`config.mk`:
```
export PLATFORM = sky130hd
export DESIGN_NAME = instruction_mem_loader
export DESIGN_NICKNAME = d
export VERILOG_FILES = /design/src/rtl/instruction_mem_loader_pkg.sv /design/src/rtl/instruction_mem_loader_packer.sv /design/src/rtl/instruction_mem_loader.sv
export SDC_FILE = /design/constraint.sdc
export NUM_CORES = 1
export LEC_CHECK = 0
export CAP_MARGIN = 10
export CORE_UTILIZATION = 49
export CTS_CLUSTER_DIAMETER = 150
export DETAILED_ROUTE_END_ITERATION = 8
export PLACE_DENSITY = 0.87
export SLEW_MARGIN = 20
export SYNTH_ARGS = -nofsm -noshare
export SYNTH_HDL_FRONTEND = slang
export SYNTH_SLANG_ARGS = --single-unit
export TNS_END_PERCENT = 5
```
`constraint.sdc`:
```
create_clock -name Clk -period 5.1 [get_ports Clk]
set_input_delay 0.51 -clock Clk [delete_from_list [all_inputs] [get_ports Clk]]
set_output_delay 0.51 -clock Clk [all_outputs]
set_load 0.01 [all_outputs]
```
`src/rtl/instruction_mem_loader_pkg.sv`:
```
// Shared types and constants for the instruction memory loader.
// Stream: 2-byte big-endian word count, then 4 bytes per word, MSB first.
package instr_loader_pkg;

    localparam int unsigned BYTES_PER_WORD = 4;
    localparam int unsigned HDR_BYTES      = 2;
    localparam int unsigned COUNT_W        = 16;

    typedef enum logic [2:0] {
        ST_IDLE,
        ST_HDR_HI,
        ST_HDR_LO,
        ST_DATA,
        ST_WRITE,
        ST_DONE,
        ST_ERROR
    } state_e;

endpackage

```
`src/rtl/instruction_mem_loader_packer.sv`:
```
// Big-endian byte-to-word packer: shifts bytes in MSB first and counts them.
// word_full flags that the next shift completes a word.
module byte_word_packer
    import instr_loader_pkg::*;
(
    input  logic        clk,
    input  logic        rst,
    input  logic        shift_en,
    input  logic        clear,
    input  logic [7:0]  byte_in,
    output logic [31:0] word,
    output logic        word_full
);

    localparam int unsigned CNT_W = $clog2(BYTES_PER_WORD);

    logic [CNT_W-1:0] count_q, count_d;
    logic [31:0]      shift_q, shift_d;

    always_comb begin
        count_d = count_q;
        shift_d = shift_q;
        if (clear) begin
            count_d = '0;
            shift_d = '0;
        end else if (shift_en) begin
            shift_d = {shift_q[23:0], byte_in};
            count_d = count_q + CNT_W'(1);
        end
    end

    always_ff @(posedge clk) begin
        if (rst) begin
            count_q <= '0;
            shift_q <= '0;
        end else begin
            count_q <= count_d;
            shift_q <= shift_d;
        end
    end

    assign word      = shift_q;
    assign word_full = (count_q == CNT_W'(BYTES_PER_WORD - 1));

endmodule

```
`src/rtl/instruction_mem_loader.sv`:
```
// Loads a length-prefixed program image from a byte stream into instruction memory,
// one word write per 4 bytes, holding the CPU while the load is in progress.
module instruction_mem_loader
    import instr_loader_pkg::*;
#(
    parameter int unsigned DEPTH     = 128,
    parameter int unsigned BASE_ADDR = 0
) (
    input  logic        Clk,
    input  logic        Reset,
    input  logic        Start,
    input  logic        ByteValid,
    input  logic [7:0]  ByteData,
    output logic        ByteReady,
    output logic        MemWrite,
    output logic [31:0] WriteAddress,
    output logic [31:0] WriteData,
    output logic        CpuHold,
    output logic        Done,
    output logic        Error
);

    localparam int unsigned IDX_W = $clog2(DEPTH + 1);

    state_e             state_q, state_d;
    logic [COUNT_W-1:0] count_q, count_d;
    logic [COUNT_W-1:0] hdr_n;
    logic [IDX_W-1:0]   index_q, index_d;
    logic [31:0]        addr_q, addr_d;
    logic [31:0]        data_q, data_d;
    logic               byte_ready_q, mem_write_q, cpu_hold_q, done_q, error_q;

    logic               xfer;
    logic               pk_shift, pk_clear, pk_full;
    logic [31:0]        pk_word;

    assign xfer = ByteValid & byte_ready_q;

    byte_word_packer u_packer (
        .clk       (Clk),
        .rst       (Reset),
        .shift_en  (pk_shift),
        .clear     (pk_clear),
        .byte_in   (ByteData),
        .word      (pk_word),
        .word_full (pk_full)
    );

    always_comb begin
        state_d  = state_q;
        count_d  = count_q;
        index_d  = index_q;
        addr_d   = addr_q;
        data_d   = data_q;
        hdr_n    = {count_q[15:8], ByteData};
        pk_shift = 1'b0;
        pk_clear = 1'b0;
        unique case (state_q)
            ST_IDLE, ST_ERROR: if (Start) state_d = ST_HDR_HI;
            ST_HDR_HI: if (xfer) begin
                count_d[15:8] = ByteData;
                state_d       = ST_HDR_LO;
            end
            // Full 16-bit count compare, so N == DEPTH is legal and DEPTH+1 is not.
            ST_HDR_LO: if (xfer) begin
                count_d = hdr_n;
                if (hdr_n == '0) begin
                    state_d = ST_DONE;
                end else if (32'(hdr_n) > DEPTH) begin
                    state_d = ST_ERROR;
                end else begin
                    state_d  = ST_DATA;
                    index_d  = '0;
                    pk_clear = 1'b1;
                end
            end
            ST_DATA: if (xfer) begin
                pk_shift = 1'b1;
                if (pk_full) begin
                    state_d = ST_WRITE;
                    data_d  = {pk_word[23:0], ByteData};
                    addr_d  = BASE_ADDR + (32'(index_q) << 2);
                end
            end
            ST_WRITE: begin
                index_d = index_q + IDX_W'(1);
                if (COUNT_W'(index_q) + COUNT_W'(1) == count_q) state_d = ST_DONE;
                else                                            state_d = ST_DATA;
            end
            ST_DONE: state_d = ST_IDLE;
            default: state_d = ST_IDLE;
        endcase
    end

    // Outputs are registered from the next state so they line up with state_q.
    always_ff @(posedge Clk) begin
        if (Reset) begin
            state_q      <= ST_IDLE;
            count_q      <= '0;
            index_q      <= '0;
            addr_q       <= '0;
            data_q       <= '0;
            byte_ready_q <= 1'b0;
            mem_write_q  <= 1'b0;
            cpu_hold_q   <= 1'b0;
            done_q       <= 1'b0;
            error_q      <= 1'b0;
        end else begin
            state_q      <= state_d;
            count_q      <= count_d;
            index_q      <= index_d;
            addr_q       <= addr_d;
            data_q       <= data_d;
            byte_ready_q <= (state_d == ST_HDR_HI) || (state_d == ST_HDR_LO) ||
                            (state_d == ST_DATA);
            mem_write_q  <= (state_d == ST_WRITE);
            cpu_hold_q   <= (state_d != ST_IDLE);
            done_q       <= (state_d == ST_DONE);
            error_q      <= (state_d == ST_ERROR);
        end
    end

    assign ByteReady    = byte_ready_q;
    assign MemWrite     = mem_write_q;
    assign WriteAddress = addr_q;
    assign WriteData    = data_q;
    assign CpuHold      = cpu_hold_q;
    assign Done         = done_q;
    assign Error        = error_q;

endmodule
```
==> summary by stage <==
Critical path
The category of the most critical setup path is input pin to register. The worst endpoint data arrival time is 2880 ps. The critical-path cell with the highest stage delay is sky130_fd_sc_hd__and3_1. Grouping stages by cell kind, the critical path spends the most delay in simple AND/OR/NAND/NOR gates. The buffers plus inverters on the worst setup path is 2. The critical path ends at WriteData[31]. In this design, the stage delay of the slowest critical-path cell is 830 ps. The worst setup path is captured at a register. In this run the worst setup path begins at ByteValid.

In this run the worst path has a maximum fanout of 40. For the worst flop-to-flop path, the logic depth is 5. Walking the worst path, the cells encountered are clkdlybuf4s50_1 > and2_1 > and3_1 > nand2_1 > buf_4 > nand2_1 > a21oi_1. By instance count, the cell type seen most on the critical path is sky130_fd_sc_hd__nand2_1. The launch instance of the worst register-to-register path is state_q[1]. For flop-to-flop paths, the worst setup slack is 2500 ps.

STA classifies the critical path startpoint as an input pin. The endpoint identified for the worst register-to-register timing path is u_packer.word[3]. The data required time at the worst endpoint is 5320 ps. In this run the number of cells on the critical path is 7.

Global route
For this run the aggregate overflow at the end of global routing stands at 0. For this run, the total global-route usage over all layers was measured as 0.209. The first global-routing pass estimated 14700 um of wire. The via count of the first global-routing pass was 3168. The number of antenna violations at the first check in global routing is 0. The pin count of the biggest net entering global routing is 74.

Power
The switching power as a share of total power is 0.236. The internal power of the cells totals 1.02 mW. The total power is 1.34 mW.

The relative contribution of combinational cells to total power is 0.053. The worst-case IR drop observed on VDD is 0.146 mV. Dividing total power by cell area gives a power density of 275 mW/mm^2. The reported net switching power is 316 uW.

The leakage power total is 1.60 nW. The share of total power dissipated in sequential elements is 0.578. The clock network fraction of total power is 0.369.

Drt
Summed over all layers, the routed wires come to 8920 um. For this run, design rule violations remaining after detail routing come to 0. The routed length per instance is 13.6 um.

In this run, the number of DRC markers left after iteration 0 of detailed routing was 275. The detailed-router iteration count before antenna repair is 5. The post-detailed-route via-to-cell ratio is 5.31. Summing over every cut layer, the via total after detailed routing is 3493. The residual antenna-violating net count after detailed routing is 0.

Synthesis
The total standard cell area after synthesis is 0.00421 mm^2. The mean instance size in the synthesized netlist is 8.25 um^2. By area the synthesized netlist is led by sky130_fd_sc_hd__dfxtp_1, sky130_fd_sc_hd__nand2_1, sky130_fd_sc_hd__a21oi_1, sky130_fd_sc_hd__buf_4, sky130_fd_sc_hd__a21oi_2. During synthesis, Yosys emitted a total of 0 warnings.

For this run, the register share of the synthesized area comes to 0.467. The synthesized design contains 0 enable-type register cells. The synthesized design spends more area on one cell type than any other, namely sky130_fd_sc_hd__dfxtp_1. The most used flip-flop cell after synthesis is sky130_fd_sc_hd__dfxtp_1. Of the post-synthesis cell area, the dominant cell type holds 0.467. In the synthesized netlist the async set-or-reset flop fraction comes to 0. The synthesized design contains 98 register bits. Synthesis produced a netlist whose cell count is 510. Yosys mapped the design onto 51 distinct sky130hd cell types.

Clock network
Clock latency on the worst-skew pair, taken at its later pin, is 370 ps. The deepest level of the CTS H-tree is 3. The tree is rooted in a sky130_fd_sc_hd__clkbuf_8. The number of buffers created by CTS is 9. After clock tree synthesis, the clock-pin slew on the worst setup and hold paths is 100 ps. For this design, the sink count on the clock tree is 98.

The buffer count from post-CTS setup fixing is 0. The cts-stage hold buffer count is 0. TritonCTS built the clock tree. The number of buffers between clock root and the deepest sink is 2. The number of gates resized after CTS was 0.

STA
The fmax is 377 MHz. Setup repair after global routing left no endpoint under its margin. The actual slew at the worst max-slew pin is 972 ps. The setup TNS after final layout is 0 ps. The final period demand of the worst path is 2660 ps. The final critical-path share of the clock period is 0.521. The final-report hold violation count is 0. The tightest hold path in the finished design has a slack of 456 ps. Across all setup checks in the final design, the least slack found is 2440 ps.

The final max-slew violation count is 0. The setup-violating endpoint count in the final report is 0. Measured against its own limit, the worst slew margin works out to 0.351. The maximum clock skew at final layout is 11.2 ps.

Floorplan
The initial utilization of the core area, before any placement, comes to 0.509. The die outline area is 0.00896 mm^2. The die span in x is 94.6 um. The region available for standard cell placement spans 0.00826 mm^2. The total I/O pin count is 81. The die height is 94.6 um.

The number of cell rows is 33.

Finish
The post-route standard cell area excluding fillers is 0.00486 mm^2. Relative to the synthesized area, the layout overhead comes to 15.6%. In the final layout, the share of cells above drive strength 1 is 0.105.

The number of nets at the end of the flow is 562. The number of antenna diodes in the final layout is 0.

Place
The wire-length estimate of the detail-placed layout is 6140 um. The port buffer count is 56. The standard cell area after detailed placement is 0.00466 mm^2. The placement-stage worst setup slack is 1940 ps. The routability congestion estimate is 0.895.

Min path
The path class of the lowest-slack min-delay path is register to register.

Outcome
The run finished with clean final reports.

Job
The number of maximum-capacitance violations is 0.
state kept, by name, indices dropped and copies added (netlist names):
register and count:
count_q 16, CpuHold 1, Error 1, MemWrite 1
u_packer.word 24, state_q 3, WriteAddress 8, index_q 8
WriteData 32, Done 1, ByteReady 1, u_packer.count_q 2
worst min-delay path, delay by kind of cell (launching register included):
family / cells / cell delay, ps
flops: 1 / 320
compound gates: 1 / 50
simple gates: 1 / 50
power groups by stage:
| stage | combinational [mW] | sequential (mW) | clock (mW) |
|---|---|---|---|
| CTS | 0.0697 | 0.774 | 0.499 |
| global route | 0.0775 | 0.775 | 0.529 |
| finish | 0.0706 | 0.774 | 0.494 |
| detailed placement | 0.0693 | 0.792 | 0 |
| floorplan | 0.0636 | 0.792 | 0 |
| global placement | 0.0672 | 0.792 | 0 |
worst min path at each step:
stage	from	endpoint	slack [ps]	depth (start not counted)
final	WriteData[21]	WriteData[21]	460	2
after detailed placement	WriteData[21]	WriteData[21]	450	2
after floorplan	u_packer.word[16]	WriteData[24]	430	2
after global routing	WriteAddress[2]	WriteAddress[2]	480	2
after global placement	WriteData[2]	WriteData[2]	440	2
after CTS	WriteData[21]	WriteData[21]	460	2
through the flow:
stage,utilization,std cells
2_1_floorplan,-,533
3_3_place_gp,0.565,642
3_5_place_dp,0.565,642
4_1_cts,0.588,658
5_1_grt,0.588,658
6_report,0.588,658
synth_stat cells, types with 2 or more instances:
cell type and n:
sky130_fd_sc_hd__and3_1 2, sky130_fd_sc_hd__buf_6 5, sky130_fd_sc_hd__nand4_1 3, sky130_fd_sc_hd__and3_2 2, sky130_fd_sc_hd__o21ai_0 6, sky130_fd_sc_hd__and2_4 2, sky130_fd_sc_hd__or3b_2 2, sky130_fd_sc_hd__o211ai_1 2
sky130_fd_sc_hd__o2111ai_1 2, sky130_fd_sc_hd__or3_1 4, sky130_fd_sc_hd__clkbuf_1 26, sky130_fd_sc_hd__nor2_1 20, sky130_fd_sc_hd__or4_1 2, sky130_fd_sc_hd__xor2_1 5, sky130_fd_sc_hd__inv_1 3, sky130_fd_sc_hd__nor3b_2 3
sky130_fd_sc_hd__and2_1 2, sky130_fd_sc_hd__xnor2_1 7, sky130_fd_sc_hd__a21oi_2 20, sky130_fd_sc_hd__or4_4 2, sky130_fd_sc_hd__ha_1 2, sky130_fd_sc_hd__a21oi_1 67, sky130_fd_sc_hd__buf_4 24, sky130_fd_sc_hd__nand2_1 144
sky130_fd_sc_hd__mux2i_1 8, sky130_fd_sc_hd__nand3b_1 2, sky130_fd_sc_hd__nor3b_1 2, sky130_fd_sc_hd__dfxtp_1 98, sky130_fd_sc_hd__nor3_1 7, sky130_fd_sc_hd__nor2b_1 2, sky130_fd_sc_hd__a31oi_1 2, sky130_fd_sc_hd__nand3_1 12
sky130_fd_sc_hd__nand2b_1 2
area by class of cell:
cell class / count / area [um^2]
tap: 105 / 131
clock buffer: 10 / 128
clock inverter: 6 / 66.3
multi-input combinational: 376 / 1980
inverter: 3 / 11.3
fill: 724 / 3400
sequential: 98 / 1960
timing repair buffer: 60 / 586
metal layers:
metal  part of all wire  GRT usage  vias up
li1                   -          -     1728
met5                  0          0        -
met4              0.013     0.0909        0
met2               0.47      0.331      127
met3              0.062     0.0314       13
met1               0.46      0.281     1625
cells in the final DEF (no fill, tap or decap), types with 3 or more instances in the layout:
cell / Yosys / routed
sky130_fd_sc_hd__xnor2_1: 7 / 7
sky130_fd_sc_hd__a21oi_2: 20 / 20
sky130_fd_sc_hd__mux2i_1: 8 / 8
sky130_fd_sc_hd__nor2_1: 20 / 19
sky130_fd_sc_hd__clkinvlp_4: 0 / 3
sky130_fd_sc_hd__nor3_1: 7 / 7
sky130_fd_sc_hd__buf_4: 24 / 4
sky130_fd_sc_hd__nand4_1: 3 / 3
sky130_fd_sc_hd__dfxtp_1: 98 / 98
sky130_fd_sc_hd__xor2_1: 5 / 5
sky130_fd_sc_hd__clkdlybuf4s50_1: 0 / 55
sky130_fd_sc_hd__nor3b_2: 3 / 3
sky130_fd_sc_hd__or3_1: 4 / 4
sky130_fd_sc_hd__conb_1: 1 / 24
sky130_fd_sc_hd__nand2_1: 144 / 144
sky130_fd_sc_hd__o21ai_0: 6 / 6
sky130_fd_sc_hd__clkbuf_8: 0 / 9
sky130_fd_sc_hd__a21oi_1: 67 / 67
sky130_fd_sc_hd__inv_1: 3 / 3
sky130_fd_sc_hd__nand3_1: 12 / 12
logic make-up after synthesis:
kind of cell / Yosys count / share of synthesized area
DFF: 98 / 0.467
muxes: 8 / 0.0190
adders and majority gates: 2 / 0.00595
AOI/OAI and AO/OA: 107 / 0.154
and+or+nand+nor: 223 / 0.244
other: 1 / 0.000892
buffers and inverters: 59 / 0.0851
xor gates and xnor gates: 12 / 0.0250
Note: power is estimated with default switching activity, not from simulation.
